<file path="config.mk">
export PLATFORM = sky130hd
export DESIGN_NAME = compuertas_barrido_flat
export DESIGN_NICKNAME = d
export VERILOG_FILES = /design/src/rtl/compuertas_barrido_if.sv /design/src/rtl/compuertas_barrido.sv /design/src/flat_wrapper.sv
export SDC_FILE = /design/constraint.sdc
export NUM_CORES = 1
export LEC_CHECK = 0
export ABC_AREA = 1
export CORE_ASPECT_RATIO = 0.9
export CORE_MARGIN = 5
export CORE_UTILIZATION = 49
export DETAILED_ROUTE_END_ITERATION = 12
export GPL_TIMING_DRIVEN = 1
export PLACE_DENSITY_LB_ADDON = 0.25
export SLEW_MARGIN = 20
export SYNTH_ARGS = -nofsm -noshare
export SYNTH_HDL_FRONTEND = slang
export SYNTH_SLANG_ARGS = --single-unit
</file>
<file path="constraint.sdc">
create_clock -name clk -period 2.3 [get_ports clk]
set_input_delay 0.46 -clock clk [delete_from_list [all_inputs] [get_ports clk]]
set_output_delay 0.46 -clock clk [all_outputs]
set_load 0.005 [all_outputs]
</file>
<file path="src/rtl/compuertas_barrido_if.sv">
// ============================================================================
// Module      : compuertas_barrido_if
// Description : Control and result bundle of the gate sweep block.
// Revision    : 1.0 - initial release
// ============================================================================
`default_nettype none

interface compuertas_barrido_if #(
    parameter int WIDTH = 3
);
    logic             start;
    logic             mode;
    logic [WIDTH-1:0] in_vec;
    logic [WIDTH-1:0] vec_out;
    logic             s_and;
    logic             s_or;
    logic             s_xor;
    logic             s_nand;
    logic             valid;
    logic             busy;
    logic             done;
    logic [WIDTH:0]   cnt_and;
    logic [WIDTH:0]   cnt_or;
    logic [WIDTH:0]   cnt_xor;
    logic [WIDTH:0]   cnt_nand;

    modport master (
        output start, mode, in_vec,
        input  vec_out, s_and, s_or, s_xor, s_nand, valid, busy, done,
        input  cnt_and, cnt_or, cnt_xor, cnt_nand
    );

    modport slave (
        input  start, mode, in_vec,
        output vec_out, s_and, s_or, s_xor, s_nand, valid, busy, done,
        output cnt_and, cnt_or, cnt_xor, cnt_nand
    );
endinterface

`default_nettype wire

</file>
<file path="src/rtl/compuertas_barrido.sv">
// ============================================================================
// Module      : compuertas_barrido
// Description : Registered AND/OR/XOR/NAND gate evaluator with manual mode
//               and an exhaustive input sweep that counts output ones.
// Revision    : 1.0 - initial release
// ============================================================================
`default_nettype none

module compuertas_barrido #(
    parameter int WIDTH = 3,
    parameter int HOLD  = 1
) (
    input  wire logic              clk,
    input  wire logic              rst_n,
    compuertas_barrido_if.slave    bus
);
    localparam int               C_HOLD_W    = (HOLD > 1) ? $clog2(HOLD) : 1;
    localparam logic [C_HOLD_W-1:0] C_HOLD_LAST = C_HOLD_W'(HOLD - 1);
    localparam logic [WIDTH-1:0] C_VEC_LAST  = '1;

    typedef enum logic [1:0] {
        S_IDLE  = 2'd0,
        S_SWEEP = 2'd1,
        S_DONE  = 2'd2
    } state_t;

    state_t                  state_q, state_d;
    logic [WIDTH-1:0]        vec_q, vec_d;
    logic [3:0]              gates_q, gates_d;   // {nand, xor, or, and}
    logic                    valid_q, valid_d;
    logic [C_HOLD_W-1:0]     hold_q, hold_d;
    logic [3:0][WIDTH:0]     cnt_q, cnt_d;

    function automatic logic [3:0] gate_eval(input logic [WIDTH-1:0] v);
        return {~&v, ^v, |v, &v};
    endfunction

    always_comb begin
        state_d = state_q;
        vec_d   = vec_q;
        gates_d = gates_q;
        valid_d = 1'b0;
        hold_d  = hold_q;
        cnt_d   = cnt_q;

        unique case (state_q)
            S_IDLE: begin
                if (!bus.mode) begin
                    vec_d   = bus.in_vec;
                    gates_d = gate_eval(bus.in_vec);
                    valid_d = 1'b1;
                end else if (bus.start) begin
                    // Counters restart from the results of vector 0.
                    state_d = S_SWEEP;
                    vec_d   = '0;
                    gates_d = gate_eval('0);
                    valid_d = 1'b1;
                    hold_d  = '0;
                    for (int i = 0; i < 4; i++) begin
                        cnt_d[i] = (WIDTH+1)'(gates_d[i]);
                    end
                end
            end

            S_SWEEP: begin
                if (hold_q == C_HOLD_LAST) begin
                    hold_d = '0;
                    if (vec_q == C_VEC_LAST) begin
                        state_d = S_DONE;
                    end else begin
                        vec_d   = vec_q + WIDTH'(1);
                        gates_d = gate_eval(vec_d);
                        valid_d = 1'b1;
                        for (int i = 0; i < 4; i++) begin
                            cnt_d[i] = cnt_q[i] + (WIDTH+1)'(gates_d[i]);
                        end
                    end
                end else begin
                    hold_d = hold_q + C_HOLD_W'(1);
                end
            end

            S_DONE: begin
                state_d = S_IDLE;
            end

            default: begin
                state_d = S_IDLE;
            end
        endcase
    end

    always_ff @(posedge clk) begin
        if (!rst_n) begin
            state_q <= S_IDLE;
            vec_q   <= '0;
            gates_q <= '0;
            valid_q <= 1'b0;
            hold_q  <= '0;
            cnt_q   <= '0;
        end else begin
            state_q <= state_d;
            vec_q   <= vec_d;
            gates_q <= gates_d;
            valid_q <= valid_d;
            hold_q  <= hold_d;
            cnt_q   <= cnt_d;
        end
    end

    // Status flags decode the registered state, so no input reaches an output.
    assign bus.vec_out  = vec_q;
    assign bus.s_and    = gates_q[0];
    assign bus.s_or     = gates_q[1];
    assign bus.s_xor    = gates_q[2];
    assign bus.s_nand   = gates_q[3];
    assign bus.valid    = valid_q;
    assign bus.busy     = (state_q == S_SWEEP);
    assign bus.done     = (state_q == S_DONE);
    assign bus.cnt_and  = cnt_q[0];
    assign bus.cnt_or   = cnt_q[1];
    assign bus.cnt_xor  = cnt_q[2];
    assign bus.cnt_nand = cnt_q[3];

endmodule

`default_nettype wire

</file>
<file path="src/flat_wrapper.sv">
// flat-port wrapper written by rule: the top's interface ports become plain ports
module compuertas_barrido_flat 
#(
    parameter int WIDTH = 3,
    parameter int HOLD  = 1
)
  (clk, rst_n, bus_start, bus_mode, bus_in_vec, bus_vec_out, bus_s_and, bus_s_or, bus_s_xor, bus_s_nand, bus_valid, bus_busy, bus_done, bus_cnt_and, bus_cnt_or, bus_cnt_xor, bus_cnt_nand);
  compuertas_barrido_if #(.WIDTH(WIDTH)) bus_i ();
  input  wire logic clk;
  input  wire logic rst_n;
  input wire logic [$bits(bus_i.start)-1:0] bus_start;
  input wire logic [$bits(bus_i.mode)-1:0] bus_mode;
  input wire logic [$bits(bus_i.in_vec)-1:0] bus_in_vec;
  output wire logic [$bits(bus_i.vec_out)-1:0] bus_vec_out;
  output wire logic [$bits(bus_i.s_and)-1:0] bus_s_and;
  output wire logic [$bits(bus_i.s_or)-1:0] bus_s_or;
  output wire logic [$bits(bus_i.s_xor)-1:0] bus_s_xor;
  output wire logic [$bits(bus_i.s_nand)-1:0] bus_s_nand;
  output wire logic [$bits(bus_i.valid)-1:0] bus_valid;
  output wire logic [$bits(bus_i.busy)-1:0] bus_busy;
  output wire logic [$bits(bus_i.done)-1:0] bus_done;
  output wire logic [$bits(bus_i.cnt_and)-1:0] bus_cnt_and;
  output wire logic [$bits(bus_i.cnt_or)-1:0] bus_cnt_or;
  output wire logic [$bits(bus_i.cnt_xor)-1:0] bus_cnt_xor;
  output wire logic [$bits(bus_i.cnt_nand)-1:0] bus_cnt_nand;
  assign bus_i.start = bus_start;
  assign bus_i.mode = bus_mode;
  assign bus_i.in_vec = bus_in_vec;
  assign bus_vec_out = bus_i.vec_out;
  assign bus_s_and = bus_i.s_and;
  assign bus_s_or = bus_i.s_or;
  assign bus_s_xor = bus_i.s_xor;
  assign bus_s_nand = bus_i.s_nand;
  assign bus_valid = bus_i.valid;
  assign bus_busy = bus_i.busy;
  assign bus_done = bus_i.done;
  assign bus_cnt_and = bus_i.cnt_and;
  assign bus_cnt_or = bus_i.cnt_or;
  assign bus_cnt_xor = bus_i.cnt_xor;
  assign bus_cnt_nand = bus_i.cnt_nand;
  compuertas_barrido #(.WIDTH(WIDTH), .HOLD(HOLD)) u_core (.clk(clk), .rst_n(rst_n), .bus(bus_i));
endmodule
</file>
# Word-level counts from Yosys, hierarchy flattened
# Index checks and enable logic that the tools add are counted.
[word_totals] register_bits=27 input_bits=7 wordCells=67
[op_classes] addsub=6 n_eq_ne=9 n_mux=29 reduce_logical=14
[op_table] operator="16-bit two-way mux" n=4
[op_table] operator="16-bit one-hot mux with 2 select lines" n=1
[op_table] operator="4-bit by 1-bit adder with 4-bit output" n=4
[op_table] operator="4-bit two-way mux" n=4
[op_table] operator="3-bit two-way mux" n=4
[op_table] operator="3-bit AND reduction" n=3
[op_table] operator="2-bit two-way mux" n=4
[op_table] operator="2-bit != test, second input constant" n=4
[op_table] operator="4-bit one-hot mux with 2 select lines" n=1
[op_table] operator="4-bit AND reduction" n=2
[op_table] operator="1-bit two-way mux" n=7
[op_table] operator="3-bit one-hot mux with 2 select lines" n=1
[op_table] operator="3-bit OR reduction" n=2
[op_table] operator="3-bit parity" n=2
[op_table] operator="5-bit AND reduction" n=1
[op_table] operator="1-bit one-hot mux with 2 select lines" n=2
[op_table] operator="2-bit one-hot mux with 2 select lines" n=1
[op_table] operator="3-bit by 1-bit adder with 3-bit output, second input constant" n=1
[op_table] operator="3-bit == test, second input constant" n=1
[op_table] operator="3-bit != test, second input constant" n=1
[op_table] operator="2-bit by 1-bit == test with 1-bit output, second input constant" n=1
[op_table] operator="2-bit == test, second input constant" n=1
[op_table] operator="1-bit logical NOT" n=2
[op_table] operator="2-bit logical NOT" n=1
[op_table] operator="other kinds (3)" n=3

# Longest topological paths before layout
[logic_depth] depth_word=7 ltp_mapped=15 depth_no_buf=15

# Least setup slack after synthesis
# OpenSTA, ideal clock, no wires.
[synth_path] kind="reg-to-reg" start="register u_core.vec_q[0] (netlist: u_core.bus.vec_out[0])" end="register u_core.cnt_q (netlist bit u_core.bus.cnt_xor[2])" setup_time_ns=0.070 arrival_time_ns=1.785 setup_slack_ns=0.445 stages_incl_launch_ff=16 period_less_slack_ns=1.855 path_cell_list="dfxtp_1 > inv_1 > ha_1 > inv_1 > nand2_1 > nand2_1 > nand2_1 > nand2_1 > inv_1 > ha_1 > ha_1 > nand2_1 > inv_1 > nor3_1 > nand2_1 > a21oi_1"
[synth_via] elab_chain_cells=6 word_cells_on_any_way=9 classes_between="add/sub: 2; eq/ne: 2; mux: 3; reduce/logical: 2"
[synth_rtl] item="start: declaration" line="compuertas_barrido.sv:28" text="logic [WIDTH-1:0] vec_q, vec_d;"
[synth_rtl] item="start signal: assignment" line="compuertas_barrido.sv:103" text="vec_q <= vec_d;"
[synth_rtl] item="3-bit by 1-bit adder with 3-bit output" line="compuertas_barrido.sv:71" text="vec_d = vec_q + WIDTH'(1);"
[synth_rtl] item="3-bit parity" line="compuertas_barrido.sv:35" text="return {~&v, ^v, |v, &v};"
[synth_rtl] item="4-bit by 1-bit adder with 4-bit output" line="compuertas_barrido.sv:75" text="cnt_d[i] = cnt_q[i] + (WIDTH+1)'(gates_d[i]);"
[synth_rtl] item="16-bit two-way mux" line="compuertas_barrido.sv:68" text="if (vec_q == C_VEC_LAST) begin"
[synth_rtl] item="16-bit two-way mux" line="compuertas_barrido.sv:66" text="if (hold_q == C_HOLD_LAST) begin"
[synth_rtl] item="16-bit one-hot mux with 2 select lines" line="compuertas_barrido.sv:46" text="unique case (state_q)"
[synth_rtl] item="end signal: assignment" line="compuertas_barrido.sv:107" text="cnt_q <= cnt_d;"
[synth_rtl] item="end: declaration" line="compuertas_barrido.sv:32" text="logic [3:0][WIDTH:0] cnt_q, cnt_d;"
# Several ways; a longest one is shown, not always the timed one. The select of a mux whose other input is x is not followed.
# A chain may end at the register's enable or synchronous reset.

# Worst setup path in the final report
[layout_path] start="register u_core.state_q[0]" end="output bus_busy"
[layout_via] elab_chain_cells=1
[layout_rtl] item="start: declaration" line="compuertas_barrido.sv:27" text="state_t state_q, state_d;"
[layout_rtl] item="start signal: assignment" line="compuertas_barrido.sv:102" text="state_q <= state_d;"
[layout_rtl] item="2-bit by 1-bit == test with 1-bit output" line="compuertas_barrido.sv:118" text="assign bus.busy = (state_q == S_SWEEP);"
[layout_rtl] item="end: declaration" line="flat_wrapper.sv:20" text="output wire logic [$bits(bus_i.busy)-1:0] bus_busy;"
# Every way passes these cells.

==> flow_metrics.env <==
export IMPL_end_kind="output pin"
export IMPL_start_util_pct=51.2
export IMPL_ir_drop_mv=0.434
export IMPL_outcome="finished clean"
export IMPL_synthCells=199
export IMPL_die_h_um=61.0
export IMPL_wl_per_cell_um=11.6
export IMPL_core_area_um2=2770
export IMPL_critPathBufInv=2
export IMPL_die_area_um2=4070
export IMPL_max_slew_margin_rel_pct=79.6
export IMPL_tns_ns=0
export IMPL_place_hpwl_um=2420
export IMPL_setup_viol=0
export IMPL_io_pins=33
export IMPL_ctsResizeCount=0
export IMPL_cts_sinks=26
export IMPL_worstPathRequired_ns=1.84
export IMPL_cp_start_kind="register"
export IMPL_crit_family="buffers and inverters"
export IMPL_regToRegStartpoint="u_core.bus.vec_out[0]$_SDFFE_PN0P_"
export IMPL_row_count=18
export IMPL_fill_cells=255
export IMPL_holdWs_ns=0.476
export IMPL_clock_path_buffers=2
export IMPL_gp_congestion=0.851
export IMPL_detail_route_first_pass_iterations=4
export IMPL_grt_max_degree=18
export IMPL_ys_types=19
export IMPL_timing_fmax_ghz=0.474
export IMPL_critPathSlowestCell="clkdlybuf4s50_1"
export IMPL_cp_max_fo=9
export IMPL_fin_util_pct=65.2
export IMPL_hold_viol_final=0
export IMPL_synth_avg_cell_area_um2=7.12
export IMPL_diodes=0
export IMPL_rsz0062_at_grt="no"
export IMPL_yosysSeqAreaShare_pct=36.7
export IMPL_drv_cap=0
export IMPL_crit_type="reg -> out"
export IMPL_crit_start="u_core.state_q[0]$_SDFFE_PN0P_"
export IMPL_drt_wl_total_um=3170
export IMPL_period_share_pct=91.7
export IMPL_path_cells="nand2_2 -> inv_2 -> clkdlybuf4s50_1"
export IMPL_synth_area_um2=1420
export IMPL_fin_nets=255
export IMPL_max_slew_worst_pin_slew_ns=0.305
export IMPL_cts_root_buf="clkbuf_4"
export IMPL_num_vias=1386
export IMPL_vias_per_cell=5.08
export IMPL_period_needed_ns=2.11
export IMPL_antenna_found_initial=0
export IMPL_grt_pass1_wl_um=5630
export IMPL_maxSlewViolCount=0
export IMPL_finalClockSkew_ns=0.0119
export IMPL_drtAntennaViolNets=0
export IMPL_area_growth_pct=27.4
export IMPL_yosys_warnings=0
export IMPL_drt_initial_drc_count=86
export IMPL_drive_above_1_share_pct=6.01
export IMPL_cts_tree="done"
export IMPL_grt_usage_pct=18.0
export IMPL_hold_start="u_core.gates_q[0]$_SDFFE_PN0P_"
export IMPL_io_buffer_count=32
export IMPL_cts_buffers=3
export IMPL_clkTransAtPathRegs_ns=0.14
export IMPL_cts_htree_levels=1
export IMPL_cts_setup_buffers=0
export IMPL_syn_nets=220
export IMPL_cp_arrival_ns=1.65
export IMPL_holdBufCountCts=0
export IMPL_die_x_um=66.7
export IMPL_drc=0
export IMPL_insertion_delay_ns=0.33
export IMPL_grt_overflow=0
export IMPL_hp_class="reg -> reg"
export IMPL_grt_pass1_vias=1258
export IMPL_critical_path_max_stage_delay_ns=0.51
export IMPL_synth_seq_cells=26
export IMPL_p_leak_nw=0.802
export IMPL_powerDensity_nw_per_um2=509
-- cell type report --
class | count | area, um2 | area share, %
multi-input cells | 147 | 777 | 43.0
flip-flops and latches | 26 | 520 | 28.8
repair buffers | 35 | 343 | 19.0
inverters | 21 | 78.8 | 4.37
well taps | 40 | 50.0 | 2.77
clock buffers | 4 | 36.3 | 2.01
-- final timing paths --
check	cells past startpoint	end	slack, ns
setup / recovery	3	bus_busy	0.19
hold / removal	2	u_core.gates_q[0]$_SDFFE_PN0P_	0.48
setup reg to reg	15	u_core.bus.cnt_xor[2]$_SDFFE_PN0P_	0.30
hold reg to reg	2	u_core.gates_q[0]$_SDFFE_PN0P_	0.48
-- metal layers --
metal | track usage [%] | share of wire (%) | vias to the layer above
met5 | 0 | 0 | -
met4 | 3.19 | 0.60 | 0
met3 | 5.11 | 6.5 | 2
met2 | 30.4 | 46 | 41
met1 | 23.4 | 47 | 628
li1 | - | - | 715
-- registers in the layout (all words and copies together), names as in the netlist --
signal / count
u_core.gates_q: 4
u_core.bus.valid: 1
u_core.bus.cnt_xor: 4
u_core.bus.cnt_or: 4
u_core.bus.cnt_nand: 4
u_core.bus.cnt_and: 4
u_core.bus.vec_out: 3
u_core.state_q: 2
-- synth_stat cells --
cell,n,area share [%]
nor2_2,1,0.44
a21oi_1,20,7.1
buf_6,3,2.4
o21ai_1,1,0.35
nand3_4,1,1.2
nor3_1,5,1.8
o21bai_1,1,0.53
clkinv_1,1,0.26
inv_1,19,5.0
nand2_1,45,12
nand3_2,2,1.4
nand3_1,18,6.4
nand2_2,2,0.88
o21ai_0,8,2.8
dfxtp_1,26,37
inv_2,1,0.26
ha_1,14,12
nor2_1,29,7.7
clkbuf_1,2,0.53
-- logic make-up (layout without fill, tap and decap cells) --
group                    Yosys count  after routing  synth area share [%]
AND/OR/NAND/NOR                  103            103                  31.7
adder cells (fa/ha/maj)           14             14                  12.4
AO/OA/AOI/OAI                     30             30                  10.8
buffers and inverters             26             60                  8.47
flip-flops                        26             26                  36.7
-- stage by stage --
| step | worst slack [ns] | total power [W] | cell area, um2 | std cells |
|---|---|---|---|---|
| final | 0.191 | 0.000919 | 1810 | 273 |
| after global routing | 0.0524 | 0.000971 | 1810 | 273 |
| after CTS | 0.171 | 0.000927 | 1810 | 273 |
| after detailed placement | 0.325 | 0.000689 | 1770 | 269 |
| after global placement | 0.313 | 0.000687 | 1770 | 269 |
| after floorplan | 0.445 | 0.000610 | 1420 | 199 |
-- cells in the final DEF, fill, tap and decap left out --
| master | synthesis | routed |
|---|---|---|
| clkbuf_4 | 0 | 3 |
| nand2_2 | 2 | 2 |
| dfxtp_1 | 26 | 26 |
| o21bai_1 | 1 | 1 |
| clkinv_1 | 1 | 1 |
| ha_1 | 14 | 14 |
| clkbuf_8 | 0 | 1 |
| clkdlybuf4s50_1 | 0 | 32 |
| o21ai_0 | 8 | 8 |
| nor2_2 | 1 | 1 |
| inv_2 | 1 | 1 |
| nand2_1 | 45 | 45 |
| nor2_1 | 29 | 29 |
| buf_4 | 0 | 3 |
| nand3_1 | 18 | 18 |
| nor3_1 | 5 | 5 |
| nand3_4 | 1 | 1 |
| nand3_2 | 2 | 2 |
| a21oi_1 | 20 | 20 |
| inv_1 | 19 | 19 |
| o21ai_1 | 1 | 1 |
-- worst register-to-register path: cells and delay by family (launching register included) --
family                   cells  cell delay (ns)
flip-flops                   1             0.42
buffers and inverters        4             0.25
AO/OA/AOI/OAI                1             0.11
adder cells (fa/ha/maj)      3             0.68
AND/OR/NAND/NOR              7             0.50
-- power breakdown --
group	leakage (nW)	total (W)	switching, W	internal, W
Clock	0.0210	0.000241	0.000144	0.0000969
Sequential	0.212	0.000488	0.0000165	0.000471
Combinational	0.569	0.000190	0.000104	0.0000867
No activity file was read; power rests on OpenSTA's default activity.
